$ cat config.mk
export PLATFORM = sky130hd
export DESIGN_NAME = aes_encrypt_round_ctrl
export DESIGN_NICKNAME = d
export VERILOG_FILES = /design/src/rtl/aes_encrypt_round_ctrl.sv
export SDC_FILE = /design/constraint.sdc
export NUM_CORES = 1
export LEC_CHECK = 0
export BUFFER_PORTS_ARGS = -buffer_cell sky130_fd_sc_hd__buf_2
export CAP_MARGIN = 20
export CORE_ASPECT_RATIO = 0.6
export CORE_UTILIZATION = 35
export DETAILED_ROUTE_END_ITERATION = 16
export PLACE_DENSITY = 0.54
export SYNTH_ARGS = -nofsm -noshare
export SYNTH_HDL_FRONTEND = slang
export SYNTH_SLANG_ARGS = --single-unit
$ cat constraint.sdc
create_clock -name sys_clk -period 1.9 [get_ports sys_clk]
set_clock_uncertainty 0.1 [all_clocks]
set_input_delay 0.38 -clock sys_clk [delete_from_list [all_inputs] [get_ports sys_clk]]
set_output_delay 0.38 -clock sys_clk [all_outputs]
set_load 0.005 [all_outputs]
$ cat src/rtl/aes_encrypt_round_ctrl.sv
// Round sequencer for the iterative AES encryption datapath: steps the round-key
// index, drives the state-register mux/write-enable and hands off the ciphertext.
// IDX_W must satisfy 2**IDX_W > NUM_ROUNDS.
module aes_encrypt_round_ctrl #(
  parameter int unsigned NUM_ROUNDS = 14,
  parameter int unsigned IDX_W      = 4
) (
  input  logic             sys_clk,
  input  logic             sys_rst_n,
  input  logic             in_valid,
  output logic             in_ready,
  input  logic             key_ready,
  input  logic             flush,
  output logic [IDX_W-1:0] round_key_idx,
  output logic [1:0]       state_sel,
  output logic             state_we,
  output logic             busy,
  output logic             out_valid,
  input  logic             out_ready
);

  localparam logic [IDX_W-1:0] LAST_MID_IDX = IDX_W'(NUM_ROUNDS - 1);
  localparam logic [IDX_W-1:0] FINAL_IDX    = IDX_W'(NUM_ROUNDS);
  localparam logic [1:0]       SEL_INIT     = 2'b00;
  localparam logic [1:0]       SEL_MID      = 2'b01;
  localparam logic [1:0]       SEL_FINAL    = 2'b10;

  typedef enum logic [2:0] {
    S_IDLE,
    S_INIT,
    S_ROUND,
    S_FINAL,
    S_DONE
  } state_e;

  state_e           state_q, state_d;
  logic [IDX_W-1:0] round_cnt_q, round_cnt_d;
  logic             idle_q, idle_d;
  logic             we_q, we_d;
  logic [IDX_W-1:0] idx_q, idx_d;
  logic [1:0]       sel_q, sel_d;
  logic             busy_q, busy_d;
  logic             out_valid_q, out_valid_d;

  // key_ready gates the registered enables so a stall cycle never writes or accepts
  assign in_ready      = idle_q & key_ready;
  assign state_we      = we_q & key_ready;
  assign round_key_idx = idx_q;
  assign state_sel     = sel_q;
  assign busy          = busy_q;
  assign out_valid     = out_valid_q;

  // State, round counter and output registers
  always_ff @(posedge sys_clk or negedge sys_rst_n) begin
    if (!sys_rst_n) begin
      state_q     <= S_IDLE;
      round_cnt_q <= '0;
      idle_q      <= 1'b0;
      we_q        <= 1'b0;
      idx_q       <= '0;
      sel_q       <= SEL_INIT;
      busy_q      <= 1'b0;
      out_valid_q <= 1'b0;
    end else begin
      state_q     <= state_d;
      round_cnt_q <= round_cnt_d;
      idle_q      <= idle_d;
      we_q        <= we_d;
      idx_q       <= idx_d;
      sel_q       <= sel_d;
      busy_q      <= busy_d;
      out_valid_q <= out_valid_d;
    end
  end

  // Next state plus output values for the cycle that state will occupy
  always_comb begin
    state_d     = state_q;
    round_cnt_d = round_cnt_q;
    idle_d      = 1'b0;
    we_d        = 1'b0;
    idx_d       = '0;
    sel_d       = SEL_INIT;
    busy_d      = 1'b0;
    out_valid_d = 1'b0;

    if (flush && (state_q != S_IDLE)) begin
      state_d     = S_IDLE;
      round_cnt_d = '0;
    end else begin
      case (state_q)
        S_IDLE: begin
          if (in_valid && in_ready) state_d = S_INIT;
        end
        S_INIT: begin
          if (key_ready) begin
            state_d     = S_ROUND;
            round_cnt_d = IDX_W'(1);
          end
        end
        S_ROUND: begin
          if (key_ready) begin
            if (round_cnt_q == LAST_MID_IDX) state_d = S_FINAL;
            else round_cnt_d = round_cnt_q + IDX_W'(1);
          end
        end
        S_FINAL: begin
          if (key_ready) state_d = S_DONE;
        end
        S_DONE: begin
          if (out_ready) begin
            state_d     = S_IDLE;
            round_cnt_d = '0;
          end
        end
        default: begin
          state_d     = S_IDLE;
          round_cnt_d = '0;
        end
      endcase
    end

    case (state_d)
      S_IDLE: idle_d = 1'b1;
      S_INIT: begin
        we_d   = 1'b1;
        busy_d = 1'b1;
      end
      S_ROUND: begin
        we_d   = 1'b1;
        sel_d  = SEL_MID;
        idx_d  = round_cnt_d;
        busy_d = 1'b1;
      end
      S_FINAL: begin
        sel_d  = SEL_FINAL;
        idx_d  = FINAL_IDX;
        busy_d = 1'b1;
      end
      S_DONE: begin
        idx_d       = FINAL_IDX;
        busy_d      = 1'b1;
        out_valid_d = 1'b1;
      end
      default: idle_d = 1'b0;
    endcase
  end

endmodule

==> results.sh <==
export IMPL_ys_async_sr_fraction=1.00
export IMPL_cap_violations=0
export IMPL_nNetsFinal=112
export IMPL_hold_path_class="in -> reg"
export IMPL_syn_to_final_growth_pct=20.3
export IMPL_total_power_mw=1.18
export IMPL_total_leakage_power_nw=0.520
export IMPL_finalCritPeriodShare=0.945
export IMPL_vdd_drop_max_uv=435
export IMPL_critPathLaunchType="flop"
export IMPL_start_util=0.385
export IMPL_io_pins=16
export IMPL_cts_buffers=3
export IMPL_grt_util_all_layers=0.162
export IMPL_final_layout_size_suffix_gt1_frac=0.262
export IMPL_reg2reg_to="busy"
export IMPL_synth_edf_count=0
export IMPL_synth_fa_ha_area_frac=0.0402
export IMPL_drt_wl_total_um=1920
export IMPL_yosys_top_cells_count="dfrtp_1 (17), inv_1 (7), nor2_1 (6), a21oi_1 (4)"
export IMPL_synthSimpleGateAreaFrac=0.197
export IMPL_relSlewSlack=0.702
export IMPL_critPathArrivalTime_ns=1.83
export IMPL_hold_slack_ns=0.390
export IMPL_synth_top_family_by_area="compound AO/OA/AOI/OAI gates"
export IMPL_grt_max_degree=18
export IMPL_drt_vias_per_instance=5.41
export IMPL_ys_seq_area_frac=0.489
export IMPL_crit_type="reg -> reg"
export IMPL_status="finished clean"
export IMPL_cts_root_buf="clkbuf_8"
export IMPL_cts_buffer_depth=2
export IMPL_routabilityCongestion=0.756
export IMPL_cts_max_level=1
export IMPL_hpwl_um=1450
export IMPL_min_path_cells=4
export IMPL_reg2regPathDepth=4
export IMPL_core_area_um2=2260
export IMPL_diodes=0
export IMPL_antenna_found_initial=0
export IMPL_cts_sinks=17
export IMPL_syn_cell_area_um2=871
export IMPL_die_h_um=40.6
export IMPL_clock_latency_ns=0.25
export IMPL_postSynthAreaPerCell_um2=10.5
export IMPL_post_cts_setup_buffers=0
export IMPL_synth_xor_area_frac=0.0101
export IMPL_worstHoldStart="flush"
export IMPL_rows=13
export IMPL_synthTopCellsByArea="dfrtp_1 (49%), inv_1 (3.0%), ha_1 (2.9%), a211oi_1 (2.6%), nor2_1 (2.6%)"
export IMPL_die_x_um=66.4
export IMPL_path_clk_slew_ns=0.06
export IMPL_netlist_area_leader_share=0.489
export IMPL_tightest_slew_ns=0.441
export IMPL_required_ns=1.93
export IMPL_grt_overflow=0
export IMPL_syn_instance_count=83
export IMPL_critPathMaxFanout=12
export IMPL_synth_top_cell_by_area="dfrtp_1"
export IMPL_synthFlopType="dfrtp_1"
export IMPL_vias=720
export IMPL_grt_pass1_wl_um=3040
export IMPL_ys_types=39
export IMPL_tns_ns=0
export IMPL_critPathCaptureType="flop"
export IMPL_grt_pass1_vias=618
export IMPL_ys_warn_count=0
export IMPL_drt_iter0_drc=58
export IMPL_hold_end="state_q[1]"
export IMPL_rsz0062_at_grt="no"
export IMPL_antenna_left=0
export IMPL_final_cells=133
export IMPL_synth_nets=91
export IMPL_ys_ff_latch=17
export IMPL_p_per_area_nw_per_um2=1120
export IMPL_io_buffers=15
export IMPL_r2r_setup_slack_ns=0.10
export IMPL_muxShareOfSynthArea=0
export IMPL_setup_viol=0
export IMPL_finalHoldViolCount=0
export IMPL_slew_viol_final=0
export IMPL_cts_tree="built"
export IMPL_fmax_mhz=557
export IMPL_place_inst=128
export IMPL_synth_most_common_cell="dfrtp_1"
export IMPL_wl_per_cell_um=14.4
export IMPL_drc=0
export IMPL_dieArea_um2=2700
export IMPL_fin_crit_ns=1.80
export IMPL_synth_compound_area_frac=0.218
export IMPL_timing_rr_start="state_q[0]"
export IMPL_firstDrtPassIters=4
[worst max-delay path, cell delays in order (launching register included)]
cell and delay [ns]:
dfrtp_1 0.50, nor3b_1 0.20, a41oi_1 0.38, a21oi_4 0.14
or3_1 0.36
[worst max-delay path by stage]
stage / startpoint / endpoint / slack [ns] / depth (start not counted)
5_1_grt: state_q[0] / busy / 0.003 / 4
2_1_floorplan: state_q[2] / we_q / 0.27 / 5
3_5_place_dp: key_ready / busy / 0.1 / 5
3_3_place_gp: key_ready / busy / 0.1 / 5
4_1_cts: state_q[0] / we_q / 0.12 / 4
6_report: state_q[0] / busy / 0.10 / 4
[report_power, final]
part / total [mW] / internal, mW / switching [mW]
logic: 0.398 / 0.186 / 0.212
clock network: 0.265 / 0.149 / 0.116
registers: 0.514 / 0.440 / 0.0740
total: 1.18 / 0.775 / 0.402
[sequential cells by signal (all words and copies together), names as in the netlist]
register / cells
round_cnt_q: 4
we_q: 1
state_sel: 2
out_valid: 1
busy: 1
round_key_idx: 4
state_q: 3
idle_q: 1
[placed cells by master (no fill, tap or decap), drive strengths merged, types with 2 or more instances in the layout]
cell type	Yosys	final
inv	7	7
ha	2	2
nor3b	2	2
o21ai	3	3
nor2	6	6
a211oi	3	3
or2	2	2
clkbuf	1	4
a21oi	5	5
dfrtp	17	17
buf	2	18
nor3	2	2
and2	2	2
o211ai	3	3
or3	2	2
nand4	3	3
a21o	2	2
[per-layer routing]
layer,routed length (µm),part of all wire,GRT usage
met5,0,0,0
met1,1020,0.53,0.245
met2,718,0.37,0.217
met4,8,0.0042,0.0479
met3,173,0.090,0.0500
[metrics by stage]
step | instance area, µm² | worst slack, ns | util
floorplan | 871 | 0.265 | -
global placement | 992 | 0.100 | 0.439
detailed placement | 992 | 0.0988 | 0.439
CTS | 1050 | 0.118 | 0.463
global route | 1050 | 0.00293 | 0.463
finish | 1050 | 0.105 | 0.463
[timing repair]
item | CTS | global route
hold buffers | 1 | 0
endpoints found under the setup margin | 0 | 0
gates resized for setup | 0 | 0
endpoints found under the hold margin | 17 | 0
[cell families (layout without fill, tap and decap cells)]
| family | count (synthesis) | in the layout |
|---|---|---|
| flops | 17 | 17 |
| buf+inv | 10 | 30 |
| xor+xnor | 1 | 1 |
| compound gates | 25 | 25 |
| simple gates | 27 | 27 |
| fa+ha+maj | 3 | 3 |
[layout make-up]
cell class / instances / area [µm²]
clock buffer: 4 / 45.0
fill: 222 / 1210
inverter: 7 / 26.3
multi-input combinational: 56 / 405
sequential: 17 / 425
tap: 30 / 37.5
timing repair buffer: 19 / 108
Note: power is estimated with default switching activity, not from simulation.
